## config.mk

```make
export PLATFORM = sky130hd
export DESIGN_NAME = esc_halfduplex_uart
export DESIGN_NICKNAME = d
export VERILOG_FILES = /design/src/rtl/esc_halfduplex_uart.sv
export SDC_FILE = /design/constraint.sdc
export NUM_CORES = 1
export LEC_CHECK = 0
export BUFFER_PORTS_ARGS = -buffer_cell sky130_fd_sc_hd__buf_2
export CELL_PAD_IN_SITES_DETAIL_PLACEMENT = 0
export CELL_PAD_IN_SITES_GLOBAL_PLACEMENT = 2
export CORE_MARGIN = 2
export CORE_UTILIZATION = 38
export DETAILED_ROUTE_END_ITERATION = 16
export PLACE_DENSITY_LB_ADDON = 0.1
export SYNTH_ARGS = -nofsm -noshare
export SYNTH_HDL_FRONTEND = slang
export SYNTH_SLANG_ARGS = --single-unit
export TNS_END_PERCENT = 10
```

## constraint.sdc

```tcl
create_clock -name i_clk -period 3.1 [get_ports i_clk]
set_input_delay 0.62 -clock i_clk [delete_from_list [all_inputs] [get_ports i_clk]]
set_output_delay 0.62 -clock i_clk [all_outputs]
set_load 0.05 [all_outputs]
```

## src/rtl/esc_halfduplex_uart.sv

```systemverilog
// Half-duplex 8N1 UART bridging a USB byte stream onto a single-wire ESC motor pin.
// TX owns the wire while framing and guarding; RX listens only while TX is idle.
module esc_halfduplex_uart #(
    parameter int unsigned CLK_FREQ_HZ = 72000000,
    parameter int unsigned BAUD_RATE   = 19200,
    parameter int unsigned GUARD_BITS  = 2,
    parameter int unsigned FIFO_DEPTH  = 4
) (
    input  logic       i_clk,
    input  logic       i_rst_n,
    input  logic       i_enable,
    input  logic [7:0] i_tx_data,
    input  logic       i_tx_valid,
    output logic       o_tx_ready,
    output logic [7:0] o_rx_data,
    output logic       o_rx_valid,
    input  logic       i_rx_ready,
    output logic       o_line_out,
    output logic       o_line_oe,
    input  logic       i_line_in,
    output logic       o_rx_overrun,
    output logic       o_busy
);

    localparam int unsigned BIT_CYC  = CLK_FREQ_HZ / BAUD_RATE;
    localparam int unsigned HALF_CYC = BIT_CYC / 2;
    localparam int unsigned HOLD_CYC = GUARD_BITS * BIT_CYC;
    localparam int unsigned CNT_MAX  = (HOLD_CYC > BIT_CYC) ? HOLD_CYC : BIT_CYC;
    localparam int unsigned CNT_W    = $clog2(CNT_MAX + 1);
    localparam int unsigned PTR_W    = $clog2(FIFO_DEPTH);

    localparam logic [CNT_W-1:0] BIT_LAST  = CNT_W'(BIT_CYC - 1);
    localparam logic [CNT_W-1:0] HALF_LAST = CNT_W'(HALF_CYC - 1);
    localparam logic [CNT_W-1:0] HOLD_LAST = CNT_W'(HOLD_CYC - 1);

    typedef enum logic [2:0] {
        TX_IDLE,
        TX_START,
        TX_DATA,
        TX_STOP,
        TX_HOLD
    } tx_state_t;

    typedef enum logic [1:0] {
        RX_IDLE,
        RX_START,
        RX_DATA,
        RX_STOP
    } rx_state_t;

    // ------------------------------------------------------------------
    // TX byte FIFO (extra pointer bit distinguishes full from empty)
    // ------------------------------------------------------------------
    logic [7:0]     fifo_mem [FIFO_DEPTH];
    logic [PTR_W:0] wr_ptr;
    logic [PTR_W:0] rd_ptr;
    logic           fifo_empty;
    logic           fifo_full;
    logic           fifo_push;
    logic           tx_pop;
    logic           run_q;

    assign fifo_empty = (wr_ptr == rd_ptr);
    assign fifo_full  = (wr_ptr[PTR_W] != rd_ptr[PTR_W]) &&
                        (wr_ptr[PTR_W-1:0] == rd_ptr[PTR_W-1:0]);
    assign o_tx_ready = run_q && i_enable && !fifo_full;
    assign fifo_push  = i_tx_valid && o_tx_ready;

    // run_q holds ready low until the first edge after reset release
    always_ff @(posedge i_clk or negedge i_rst_n) begin
        if (!i_rst_n) begin
            run_q <= 1'b0;
        end else begin
            run_q <= 1'b1;
        end
    end

    always_ff @(posedge i_clk or negedge i_rst_n) begin
        if (!i_rst_n) begin
            wr_ptr <= '0;
            rd_ptr <= '0;
        end else if (!i_enable) begin
            wr_ptr <= '0;
            rd_ptr <= '0;
        end else begin
            if (fifo_push) begin
                wr_ptr <= wr_ptr + 1'b1;
            end
            if (tx_pop) begin
                rd_ptr <= rd_ptr + 1'b1;
            end
        end
    end

    always_ff @(posedge i_clk) begin
        if (fifo_push) begin
            fifo_mem[wr_ptr[PTR_W-1:0]] <= i_tx_data;
        end
    end

    // ------------------------------------------------------------------
    // TX FSM
    // ------------------------------------------------------------------
    tx_state_t        tx_state;
    tx_state_t        tx_state_d;
    logic [CNT_W-1:0] tx_cnt;
    logic [CNT_W-1:0] tx_cnt_d;
    logic [2:0]       tx_bit;
    logic [2:0]       tx_bit_d;
    logic [7:0]       tx_byte;
    logic [7:0]       tx_byte_d;
    logic             line_oe_d;
    logic             line_out_d;
    logic             tx_launch;
    rx_state_t        rx_state;

    always_comb begin
        tx_state_d = tx_state;
        tx_cnt_d   = tx_cnt + 1'b1;
        tx_bit_d   = tx_bit;
        tx_byte_d  = tx_byte;
        tx_pop     = 1'b0;
        line_oe_d  = 1'b0;
        line_out_d = 1'b1;

        case (tx_state)
            TX_IDLE: begin
                tx_cnt_d = '0;
                if (!fifo_empty && (rx_state == RX_IDLE)) begin
                    tx_pop     = 1'b1;
                    tx_state_d = TX_START;
                end
            end
            TX_START: begin
                if (tx_cnt == BIT_LAST) begin
                    tx_cnt_d   = '0;
                    tx_bit_d   = '0;
                    tx_state_d = TX_DATA;
                end
            end
            TX_DATA: begin
                if (tx_cnt == BIT_LAST) begin
                    tx_cnt_d = '0;
                    tx_bit_d = tx_bit + 1'b1;
                    if (tx_bit == 3'd7) begin
                        tx_state_d = TX_STOP;
                    end
                end
            end
            TX_STOP: begin
                if (tx_cnt == BIT_LAST) begin
                    tx_cnt_d = '0;
                    if (!fifo_empty) begin
                        tx_pop     = 1'b1;
                        tx_state_d = TX_START;
                    end else begin
                        tx_state_d = TX_HOLD;
                    end
                end
            end
            TX_HOLD: begin
                if (!fifo_empty) begin
                    tx_cnt_d   = '0;
                    tx_pop     = 1'b1;
                    tx_state_d = TX_START;
                end else if (tx_cnt == HOLD_LAST) begin
                    tx_cnt_d   = '0;
                    tx_state_d = TX_IDLE;
                end
            end
            default: begin
                tx_cnt_d   = '0;
                tx_state_d = TX_IDLE;
            end
        endcase

        if (tx_pop) begin
            tx_byte_d = fifo_mem[rd_ptr[PTR_W-1:0]];
        end

        // Disable abandons any frame in flight and releases the wire
        if (!i_enable) begin
            tx_state_d = TX_IDLE;
            tx_cnt_d   = '0;
            tx_pop     = 1'b0;
        end

        // Pin drive is derived from the state being entered so it changes with the pop
        line_oe_d = (tx_state_d != TX_IDLE);
        case (tx_state_d)
            TX_START: line_out_d = 1'b0;
            TX_DATA:  line_out_d = tx_byte_d[tx_bit_d];
            default:  line_out_d = 1'b1;
        endcase
    end

    assign tx_launch = (tx_state == TX_IDLE) && tx_pop;
    assign o_busy    = (tx_state != TX_IDLE) || !fifo_empty;

    always_ff @(posedge i_clk or negedge i_rst_n) begin
        if (!i_rst_n) begin
            tx_state   <= TX_IDLE;
            tx_cnt     <= '0;
            tx_bit     <= '0;
            tx_byte    <= '0;
            o_line_oe  <= 1'b0;
            o_line_out <= 1'b1;
        end else begin
            tx_state   <= tx_state_d;
            tx_cnt     <= tx_cnt_d;
            tx_bit     <= tx_bit_d;
            tx_byte    <= tx_byte_d;
            o_line_oe  <= line_oe_d;
            o_line_out <= line_out_d;
        end
    end

    // ------------------------------------------------------------------
    // RX path: pin synchronizer, own echo masked while driving
    // ------------------------------------------------------------------
    logic [1:0] sync_q;
    logic       rx_bit;
    logic       rx_active;

    always_ff @(posedge i_clk or negedge i_rst_n) begin
        if (!i_rst_n) begin
            sync_q <= 2'b11;
        end else begin
            sync_q <= {sync_q[0], i_line_in};
        end
    end

    assign rx_bit    = o_line_oe ? 1'b1 : sync_q[1];
    assign rx_active = i_enable && (tx_state == TX_IDLE) && !tx_launch;

    rx_state_t        rx_state_d;
    logic [CNT_W-1:0] rx_cnt;
    logic [CNT_W-1:0] rx_cnt_d;
    logic [2:0]       rx_idx;
    logic [2:0]       rx_idx_d;
    logic [7:0]       rx_shift;
    logic [7:0]       rx_shift_d;
    logic             rx_done;

    always_comb begin
        rx_state_d = rx_state;
        rx_cnt_d   = rx_cnt + 1'b1;
        rx_idx_d   = rx_idx;
        rx_shift_d = rx_shift;
        rx_done    = 1'b0;

        case (rx_state)
            RX_IDLE: begin
                rx_cnt_d = '0;
                if (!rx_bit) begin
                    rx_state_d = RX_START;
                end
            end
            RX_START: begin
                if (rx_cnt == HALF_LAST) begin
                    rx_cnt_d = '0;
                    rx_idx_d = '0;
                    rx_state_d = rx_bit ? RX_IDLE : RX_DATA;
                end
            end
            RX_DATA: begin
                if (rx_cnt == BIT_LAST) begin
                    rx_cnt_d   = '0;
                    rx_shift_d = {rx_bit, rx_shift[7:1]};
                    rx_idx_d   = rx_idx + 1'b1;
                    if (rx_idx == 3'd7) begin
                        rx_state_d = RX_STOP;
                    end
                end
            end
            RX_STOP: begin
                if (rx_cnt == BIT_LAST) begin
                    rx_cnt_d   = '0;
                    rx_done    = rx_bit;
                    rx_state_d = RX_IDLE;
                end
            end
            default: begin
                rx_cnt_d   = '0;
                rx_state_d = RX_IDLE;
            end
        endcase

        if (!rx_active) begin
            rx_state_d = RX_IDLE;
            rx_cnt_d   = '0;
            rx_done    = 1'b0;
        end
    end

    always_ff @(posedge i_clk or negedge i_rst_n) begin
        if (!i_rst_n) begin
            rx_state <= RX_IDLE;
            rx_cnt   <= '0;
            rx_idx   <= '0;
            rx_shift <= '0;
        end else begin
            rx_state <= rx_state_d;
            rx_cnt   <= rx_cnt_d;
            rx_idx   <= rx_idx_d;
            rx_shift <= rx_shift_d;
        end
    end

    // Output holding register; a byte completing while the old one is stuck is dropped
    logic rx_consume;
    assign rx_consume = o_rx_valid && i_rx_ready;

    always_ff @(posedge i_clk or negedge i_rst_n) begin
        if (!i_rst_n) begin
            o_rx_data    <= '0;
            o_rx_valid   <= 1'b0;
            o_rx_overrun <= 1'b0;
        end else if (!i_enable) begin
            o_rx_valid   <= 1'b0;
            o_rx_overrun <= 1'b0;
        end else if (rx_done && (!o_rx_valid || rx_consume)) begin
            o_rx_data  <= rx_shift;
            o_rx_valid <= 1'b1;
        end else begin
            if (rx_consume) begin
                o_rx_valid <= 1'b0;
            end
            if (rx_done) begin
                o_rx_overrun <= 1'b1;
            end
        end
    end

endmodule

```

==> out/metrics.cfg, run 1 <==
[power]
p_per_area_nw_per_um2 = 643.7
ir_drop_mv = 0.3444
p_leak_nw = 2.399

[critical_path]
path_max_fanout = 5
cp-start-kind = register
max_stage_delay_ns = 0.42
end_kind = register
required_ns = 3.38
crit_chain = inv_1 > ha_1 > and3b_1 > and4_1 > inv_1 > ha_1 > or3b_1 > a21o_1 > nand2_2 > mux2i_1 > a2111o_1 > a32oi_1
critical_path_buf_inv_count = 2
worstPathArrival_ns = 3.16
cp_slowest_cell = dfrtp_1
crit_type = register to register
crit_family = simple AND/OR/NAND/NOR gates
rrSetupSlack_ns = 0.21

[placement]
place_inst = 593
place_congestion = 0.7704
place_ws_ns = 0.2108
placed_area_um2 = 5334
dp_hpwl_um = 6397
port_buffers = 27

[synthesis]
yosysSeqAreaShare = 0.5664
synth_mux_area_frac = 0.1087
syn-mean-instance-area_um2 = 12.56
synth_top_family_by_area = simple AND/OR/NAND/NOR gates
synth-xor-area-share = 0.05083
synth.cell_area_um2 = 4972
yosys.area_share.simple = 0.1505
synth_edf_count = 32
synth_common_cells = dfrtp_1, nor2_1, edfxtp_1
yosysMostFrequentCell = dfrtp_1
ys_types = 57
synthCells = 396
ys_async_sr_fraction = 0.6981
synth_warnings = 0
synth-compound-area-share = 0.06115
synth_area_leader_cell = dfrtp_1
synth-seq-cells = 106
synth_area_leaders = dfrtp_1, edfxtp_1, mux2_2, ha_1, mux4_2
syn_nets = 425
synth_fa_ha_area_frac = 0.03775
synth_flop_cell = dfrtp_1
netlist.area_leader.share = 0.3573

[grt]
first_global_vias = 3222
grt_start_max_net_pins = 75
grt_usage = 0.1476
grt_antenna_before_repair = 0
overflow = 0
grt_pass1_wl_um = 16480

[timing]
finClkSkew_ns = 0.008842
max_freq_mhz = 346.3
fin_crit_ns = 2.887
worst_pin_slew_ns = 0.9644
finalHoldViolCount = 0
tns_ns = 0
timing.final.ws_setup_ns = 0.2127
slew-limit-headroom = 0.3571
setup_violations = 0
rsz0062_at_grt = false
finalCritPeriodShare = 0.9314
slew_violations = 0

[job]
maxCapViolCount = 0

[detailed_routing]
ant_nets = 0
num_vias = 3102
routedWlPerCell_um = 15.57
via_per_inst = 5.094
first_iter_violations = 154
dr.pass1.iters = 4
drt_wl_total_um = 9481
drc = 0

[cells_and_area]
antenna_cells = 0
fin_util = 0.4430
areaGrowthSynthToFinish_pct = 13.34
drive_gt1_frac = 0.2197
final_area_um2 = 5635
final_nets = 461
final_cells = 609

[clocking]
cts_tree = done
root_buffer = clkbuf_16
clk_pin_slew_worst_paths_ns = 0.08
clkSinkCount = 106
clk_latency_ns = 0.35
cts_buffers = 9
htree_levels = 3
ctsLongestPathBuffers = 2

[die]
die_x_um = 118.4
chipHeight_um = 118.4
io_pins = 28
rows = 41
start_util = 0.3908
dieArea_um2 = 14020
placeableCoreArea_um2 = 12720

[run_status]
outcome = finished, final reports clean

[worst_hold_path]
hp-class = input pin to register

==> per-layer routing <==
layer,vias to the layer above,global-route usage,share of wire
met5,-,0,0
met4,0,0.03125,0.010
met3,8,0.04344,0.032
met2,35,0.2410,0.46
met1,1558,0.1959,0.50
li1,1501,-,-
==> stage by stage <==
stage	hold WS, ns	total power, mW
finish	0.3613	3.628
global route	0.3419	3.846
CTS	0.3454	3.697
detailed placement	0.3497	2.522
global placement	0.3503	2.523
floorplan	0.3244	2.285
==> power by group <==
part | switching (mW) | internal [mW] | total, mW | leakage, nW
combinational | 0.464 | 0.352 | 0.816 | 0.961
sequential | 0.107 | 1.55 | 1.66 | 1.29
clock | 0.580 | 0.574 | 1.15 | 0.148
==> layout make-up <==
type,instances,area [um2]
multi-input cells,263,2039
fillers,1228,7087
clock buffers,9,225.2
flip-flops and latches,106,2816
well taps,172,215.2
clock inverters,7,73.82
repair buffers,36,205.2
inverters,16,60.06
==> sequential cells by signal (all words and copies together) (netlist names), 2 cells and up <==
| register | cells |
|---|---|
| sync_q | 2 |
| rx_cnt | 13 |
| rd_ptr | 3 |
| rx_shift | 8 |
| o_rx_data | 8 |
| tx_bit | 3 |
| rx_state | 2 |
| tx_cnt | 13 |
| tx_byte | 8 |
| rx_idx | 3 |
| tx_state | 3 |
| wr_ptr | 3 |
| fifo_mem | 32 |
==> cells by family (layout without fill, tap and decap cells) <==
kind of cell | count (synthesis) | after routing
xor gates and xnor gates | 28 | 28
AOI/OAI and AO/OA | 46 | 46
adders and majority gates | 15 | 15
buffers and inverters | 27 | 68
DFF | 106 | 106
muxes | 41 | 41
other | 1 | 1
and+or+nand+nor | 132 | 132
==> final timing paths <==
check / endpoint / cells past startpoint / startpoint
setup / recovery: o_line_out / 12 / tx_cnt[1]
setup reg to reg: o_line_out / 12 / tx_cnt[1]
hold reg to reg: sync_q[1] / 0 / sync_q[0]
min in group asynchronous: tx_cnt[6] / 1 / i_rst_n
max in group asynchronous: rx_cnt[5] / 1 / i_rst_n
hold / removal: sync_q[0] / 1 / i_line_in
==> cell usage in the layout (no fill, tap or decap), types with 10 or more instances in the layout <==
master,instances
o21ai_0,16
xor2_1,18
buf_4,10
buf_2,26
dfrtp_1,71
edfxtp_1,32
ha_1,15
nand3_1,13
a21oi_1,10
mux2_2,24
and3_1,12
inv_1,16
nand2_1,18
nor2_1,35
==> what timing repair did <==
action / CTS / global route
resized for setup: 0 / 1
hold buffers: 0 / 0
setup buffers: 0 / 0
endpoints found under the setup margin: 0 / 1
==> worst reg2reg max path, stage by stage (launching register included) <==
cell      delay (ns)
dfrtp_1         0.42
inv_1           0.07
ha_1            0.15
and3b_1         0.18
and4_1          0.22
inv_1           0.08
ha_1            0.27
or3b_1          0.37
a21o_1          0.24
nand2_2         0.12
mux2i_1         0.09
a2111o_1        0.41
a32oi_1         0.19
(Power assumes the default switching activity.)
==> run 2: changes to the inputs <==
- CELL_PAD_IN_SITES_DETAIL_PLACEMENT: 0 -> 1
- CELL_PAD_IN_SITES_GLOBAL_PLACEMENT: 2 -> 1
- CORE_UTILIZATION: 38 -> 54
- clock period: 3.1 -> 3.5 ns (I/O delays scaled with it)
==> run 2 against run 1 <==
Effect of this change: sequential share of layout area up 1.9 points; sequential power down 11%; combinational power down 11%; critical path type unchanged.
==> out/metrics.cfg, run 2 (synthesis results as in run 1) <==
[run_status]
outcome = finished, final reports clean  ; unchanged

[critical_path]
cp_slowest_cell = dfrtp_1  ; unchanged
cp-start-kind = register  ; unchanged
required_ns = 3.81  ; was 3.38 ns
crit_path_end = o_line_out  ; unchanged
critical_path_buf_inv_count = 2  ; unchanged
r2r_cells = 12  ; unchanged
crit_chain = inv_1 > ha_1 > and3b_1 > and4_1 > inv_1 > ha_1 > or3b_1 > a21o_1 > nand2_1 > mux2i_1 > a2111o_1 > a32oi_1  ; was inv_1 > ha_1 > and3b_1 > and4_1 > inv_1 > ha_1 > or3b_1 > a21o_1 > nand2_2 > mux2i_1 > a2111o_1 > a32oi_1
r2r_start = tx_cnt[1]  ; unchanged
max_stage_delay_ns = 0.44  ; was 0.42 ns
crit_start = tx_cnt[1]  ; unchanged
end_kind = register  ; unchanged
path_max_fanout = 5  ; unchanged
r2r-end = o_line_out  ; unchanged
rrSetupSlack_ns = 0.37  ; was 0.21 ns
cp.depth = 12  ; unchanged
worstPathArrival_ns = 3.44  ; was 3.16 ns
crit_family = simple AND/OR/NAND/NOR gates  ; unchanged
crit_type = register to register  ; unchanged

[clocking]
ctsResizeCount = 0  ; unchanged
root_buffer = clkbuf_8  ; was clkbuf_16
cts_buffers = 9  ; unchanged
cts_setup_buffers = 0  ; unchanged
cts_hold_buf = 0  ; unchanged
htree_levels = 3  ; unchanged
clk_pin_slew_worst_paths_ns = 0.11  ; was 0.08 ns
ctsLongestPathBuffers = 2  ; unchanged
cts_tree = done  ; unchanged
clk_latency_ns = 0.39  ; was 0.35 ns
clkSinkCount = 106  ; unchanged

[timing]
finalHoldViolCount = 0  ; unchanged
fin_crit_ns = 3.129  ; was 2.887 ns
hold_slack_ns = 0.3637  ; was 0.3613 ns
max_freq_mhz = 319.6  ; was 346.3 MHz
slew-limit-headroom = 0.3148  ; was 0.3571
slew_violations = 0  ; unchanged
worst_pin_slew_ns = 1.019  ; was 0.9644 ns
setup_violations = 0  ; unchanged
tns_ns = 0  ; unchanged
finClkSkew_ns = 0.01007  ; was 0.008842 ns
finalCritPeriodShare = 0.8941  ; was 0.9314
rsz0062_at_grt = false  ; unchanged

[placement]
port_buffers = 27  ; unchanged
dp_hpwl_um = 7125  ; was 6397 um
place_congestion = 0.9360  ; was 0.7704

[die]
placeableCoreArea_um2 = 9065  ; was 12720 um2
dieArea_um2 = 9991  ; was 14020 um2
rows = 35  ; was 41
io_pins = 28  ; unchanged
die_x_um = 99.96  ; was 118.4 um
chipHeight_um = 99.96  ; was 118.4 um
start_util = 0.5485  ; was 0.3908

[power]
power_frac_comb = 0.244  ; was 0.225
swShare = 0.3397  ; was 0.3172
p_clk_frac = 0.259  ; was 0.318
p_seq_frac = 0.497  ; was 0.457
p_sw_mw = 1.009  ; was 1.151 mW
ir_drop_mv = 0.3563  ; was 0.3444 mV
p_leak_nw = 2.331  ; was 2.399 nW
power_mw = 2.971  ; was 3.628 mW
internal-power_mw = 1.962  ; was 2.477 mW
p_per_area_nw_per_um2 = 547.3  ; was 643.7 nW/um2

[grt]
first_global_vias = 3434  ; was 3222
grt_pass1_wl_um = 16790  ; was 16480 um
grt_usage = 0.2182  ; was 0.1476
overflow = 0  ; unchanged
grt_antenna_before_repair = 0  ; unchanged
grt_start_max_net_pins = 75  ; unchanged

[detailed_routing]
drc = 0  ; unchanged
num_vias = 3114  ; was 3102
ant_nets = 0  ; unchanged
via_per_inst = 5.724  ; was 5.094
dr.pass1.iters = 4  ; unchanged
first_iter_violations = 69  ; was 154
drt_wl_total_um = 9955  ; was 9481 um
routedWlPerCell_um = 18.30  ; was 15.57 um

[cells_and_area]
drive_gt1_frac = 0.2102  ; was 0.2197
areaGrowthSynthToFinish_pct = 9.185  ; was 13.34%
mostFrequentLayoutCell = dfrtp_1  ; unchanged
largest_reg_flops = 32  ; unchanged
fin_util = 0.5989  ; was 0.4430
n_fill_cell = 893  ; was 1228
final_nets = 457  ; was 461
antenna_cells = 0  ; unchanged
mostFrequentLayoutCells = dfrtp_1, nor2_1, edfxtp_1  ; unchanged

[job]
maxCapViolCount = 0  ; unchanged

[worst_hold_path]
hp-class = register to register  ; was input pin to register

run 2: worst min-delay path by stage:
stage / from / endpoint / slack [ns] / cells after the start
finish: sync_q[0] / sync_q[1] / 0.36 / 0
global route: sync_q[0] / sync_q[1] / 0.37 / 0
CTS: sync_q[0] / sync_q[1] / 0.37 / 0
detailed placement: sync_q[0] / sync_q[1] / 0.35 / 0
global placement: sync_q[0] / sync_q[1] / 0.35 / 0
floorplan: sync_q[0] / sync_q[1] / 0.35 / 0
run 2: cell type report:
class                           count  area (um2)  share of cell area
Clock buffer                        9       123.9             0.02282
Clock inverter                      7       77.57             0.01429
Inverter                           16       60.06             0.01106
Multi-Input combinational cell    263        2037              0.3752
Sequential cell                   106        2816              0.5188
Tap cell                          111       138.9             0.02558
Timing Repair Buffer               32       175.2             0.03227
run 2: per-stage QoR:
stage / instance area, um2 / setup slack [ns] / instances
2_1_floorplan: 4972 / 0.6129 / 396
3_3_place_gp: 5228 / 0.5628 / 528
3_5_place_dp: 5228 / 0.4390 / 528
4_1_cts: 5429 / 0.4079 / 544
5_1_grt: 5429 / 0.1880 / 544
6_report: 5429 / 0.3707 / 544
run 2: power by group through the flow:
stage               registers [mW]  clock network, mW  logic, mW
floorplan                     1.49                  0      0.536
global placement              1.49                  0      0.698
detailed placement            1.50                  0      0.725
CTS                           1.48              0.791      0.730
global route                  1.49              0.836      0.794
finish                        1.48              0.770      0.725
run 2: routing by layer:
metal | GRT usage | vias to the layer above | wire, um
met5 | 0 | - | 0
met4 | 0.07903 | 0 | 170
met3 | 0.04735 | 17 | 232
met2 | 0.3815 | 32 | 5121
met1 | 0.2682 | 1579 | 4430
li1 | - | 1486 | -
==> run 3: changes to the inputs <==
- RECOVER_POWER: unset -> 50
==> run 3 against run 2 <==
Effect of this change: the run now ends with capacitance limit, slew limit left; combinational power hardly changed; setup slack better by 0.0067 ns; critical path depth stayed put; sequential share of layout area is 0.17 points higher; highest routed layer unchanged.
==> out/metrics.cfg, run 3 (synthesis results as in run 1) <==
[power]
power_mw = 2.969  ; was 2.971 mW
p_leak_nw = 2.291  ; was 2.331 nW
ir_drop_mv = 0.3552  ; was 0.3563 mV
p_per_area_nw_per_um2 = 548.6  ; was 547.3 nW/um2

[timing]
fin_crit_ns = 3.123  ; was 3.129 ns
finalCritPeriodShare = 0.8922  ; was 0.8941
finalHoldViolCount = 0  ; unchanged
slew-limit-headroom = -0.2074  ; was 0.3148
tns_ns = 0  ; unchanged
setup_violations = 0  ; unchanged
rsz0062_at_grt = false  ; unchanged
finClkSkew_ns = 0.01019  ; was 0.01007 ns
slew_violations = 75  ; was 0
worst_pin_slew_ns = 1.811  ; was 1.019 ns
max_freq_mhz = 320.2  ; was 319.6 MHz

[grt]
grt_start_max_net_pins = 75  ; unchanged
overflow = 0  ; unchanged
first_global_vias = 3434  ; unchanged
grt_pass1_wl_um = 16790  ; unchanged
grt_antenna_before_repair = 0  ; unchanged
grt_usage = 0.2182  ; unchanged

[clocking]
clk_pin_slew_worst_paths_ns = 0.11  ; about the same
cts_setup_buffers = 0  ; unchanged
cts_tree = done  ; unchanged
htree_levels = 3  ; unchanged
ctsResizeCount = 0  ; unchanged
clkSinkCount = 106  ; unchanged
clk_latency_ns = 0.39  ; about the same
root_buffer = clkbuf_8  ; unchanged
cts_buffers = 9  ; unchanged
cts_hold_buf = 0  ; unchanged
ctsLongestPathBuffers = 2  ; unchanged

[run_status]
outcome = finished with violations  ; was finished, final reports clean
violations = capacitance limit, slew limit

[cells_and_area]
final-seq-area_um2 = 2816  ; unchanged
fin_util = 0.5970  ; was 0.5989
drive_gt1_frac = 0.1824  ; was 0.2102
multiInputGateArea_um2 = 2037  ; unchanged
mostFrequentLayoutCells = dfrtp_1, nor2_1, edfxtp_1  ; unchanged
antenna_cells = 0  ; unchanged
n_fill_cell = 902  ; was 893
largest_reg_flops = 32  ; unchanged
areaGrowthSynthToFinish_pct = 8.832  ; was 9.185%
mostFrequentLayoutCell = dfrtp_1  ; unchanged
final_nets = 457  ; unchanged

[die]
placeableCoreArea_um2 = 9065  ; unchanged
io_pins = 28  ; unchanged
die_x_um = 99.96  ; unchanged
chipHeight_um = 99.96  ; unchanged
dieArea_um2 = 9991  ; unchanged
start_util = 0.5485  ; unchanged
rows = 35  ; unchanged

[critical_path]
worstPathArrival_ns = 3.44  ; about the same
path_max_fanout = 5  ; unchanged
end_kind = register  ; unchanged
crit_type = register to register  ; unchanged
cp-start-kind = register  ; unchanged
required_ns = 3.81  ; about the same

[placement]
dp_hpwl_um = 7125  ; unchanged
port_buffers = 27  ; unchanged
place_congestion = 0.9360  ; unchanged

[detailed_routing]
ant_nets = 0  ; unchanged
first_iter_violations = 71  ; was 69
drt_wl_total_um = 9962  ; was 9955 um
drc = 0  ; unchanged
via_per_inst = 5.733  ; was 5.724
routedWlPerCell_um = 18.31  ; was 18.30 um
dr.pass1.iters = 4  ; unchanged
num_vias = 3119  ; was 3114

[worst_hold_path]
hp-class = register to register  ; unchanged

[job]
maxCapViolCount = 1  ; was 0

run 3: cell types whose count changed in the layout (fill, tap and decap cells not counted):
cell	delta
buf_2	-12
clkbuf_1	+12
buf_4	-1
clkbuf_2	+1
run 3: layout make-up:
cell class	instances	share of cell area
multi-input combinational	263	0.3764
tap	111	0.02566
inverter	16	0.01110
clock buffer	9	0.02289
timing repair buffer	32	0.02913
sequential	106	0.5205
clock inverter	7	0.01434
run 3: stage by stage:
step / cells / instance area (um2) / worst slack (ns) / hold WS [ns]
2_1_floorplan: 396 / 4972 / 0.6129 / 0.3452
3_3_place_gp: 528 / 5228 / 0.5628 / 0.3507
3_5_place_dp: 528 / 5228 / 0.4390 / 0.3476
4_1_cts: 544 / 5429 / 0.4079 / 0.3660
5_1_grt: 544 / 5411 / 0.1880 / 0.3745
6_report: 544 / 5411 / 0.3773 / 0.3637
run 3: per-layer routing:
metal  track usage  vias up  routed length [um]
met4       0.07903        0                 170
met5             0        -                   0
li1              -     1486                   -
met2        0.3815       34                5124
met3       0.04735       17                 227
met1        0.2682     1582                4439
run 3: final timing paths:
check,startpoint,to,slack [ns],cells past startpoint
hold / removal,sync_q[0],sync_q[1],0.36,0
setup reg to reg,tx_cnt[1],o_line_out,0.38,12
hold reg to reg,sync_q[0],sync_q[1],0.36,0
setup / recovery,tx_cnt[1],o_line_out,0.38,12
max in group asynchronous,i_rst_n,rx_cnt[5],1.64,1
min in group asynchronous,i_rst_n,tx_bit[2],0.79,1
run 3: critical path: stages, from the launching register on:
cell and delay (ns):
dfrtp_1 0.44, inv_1 0.08, ha_1 0.16, and3b_1 0.19
and4_1 0.31, inv_1 0.11, ha_1 0.27, or3b_1 0.37
a21o_1 0.23, nand2_1 0.17, mux2i_1 0.11, a2111o_1 0.42
a32oi_1 0.19
run 3: power breakdown:
| group | internal [mW] | total (mW) | switching, mW |
|---|---|---|---|
| Sequential | 1.37 | 1.48 | 0.102 |
| Clock | 0.287 | 0.770 | 0.482 |
| Combinational | 0.299 | 0.723 | 0.423 |
| Total | 1.96 | 2.97 | 1.01 |
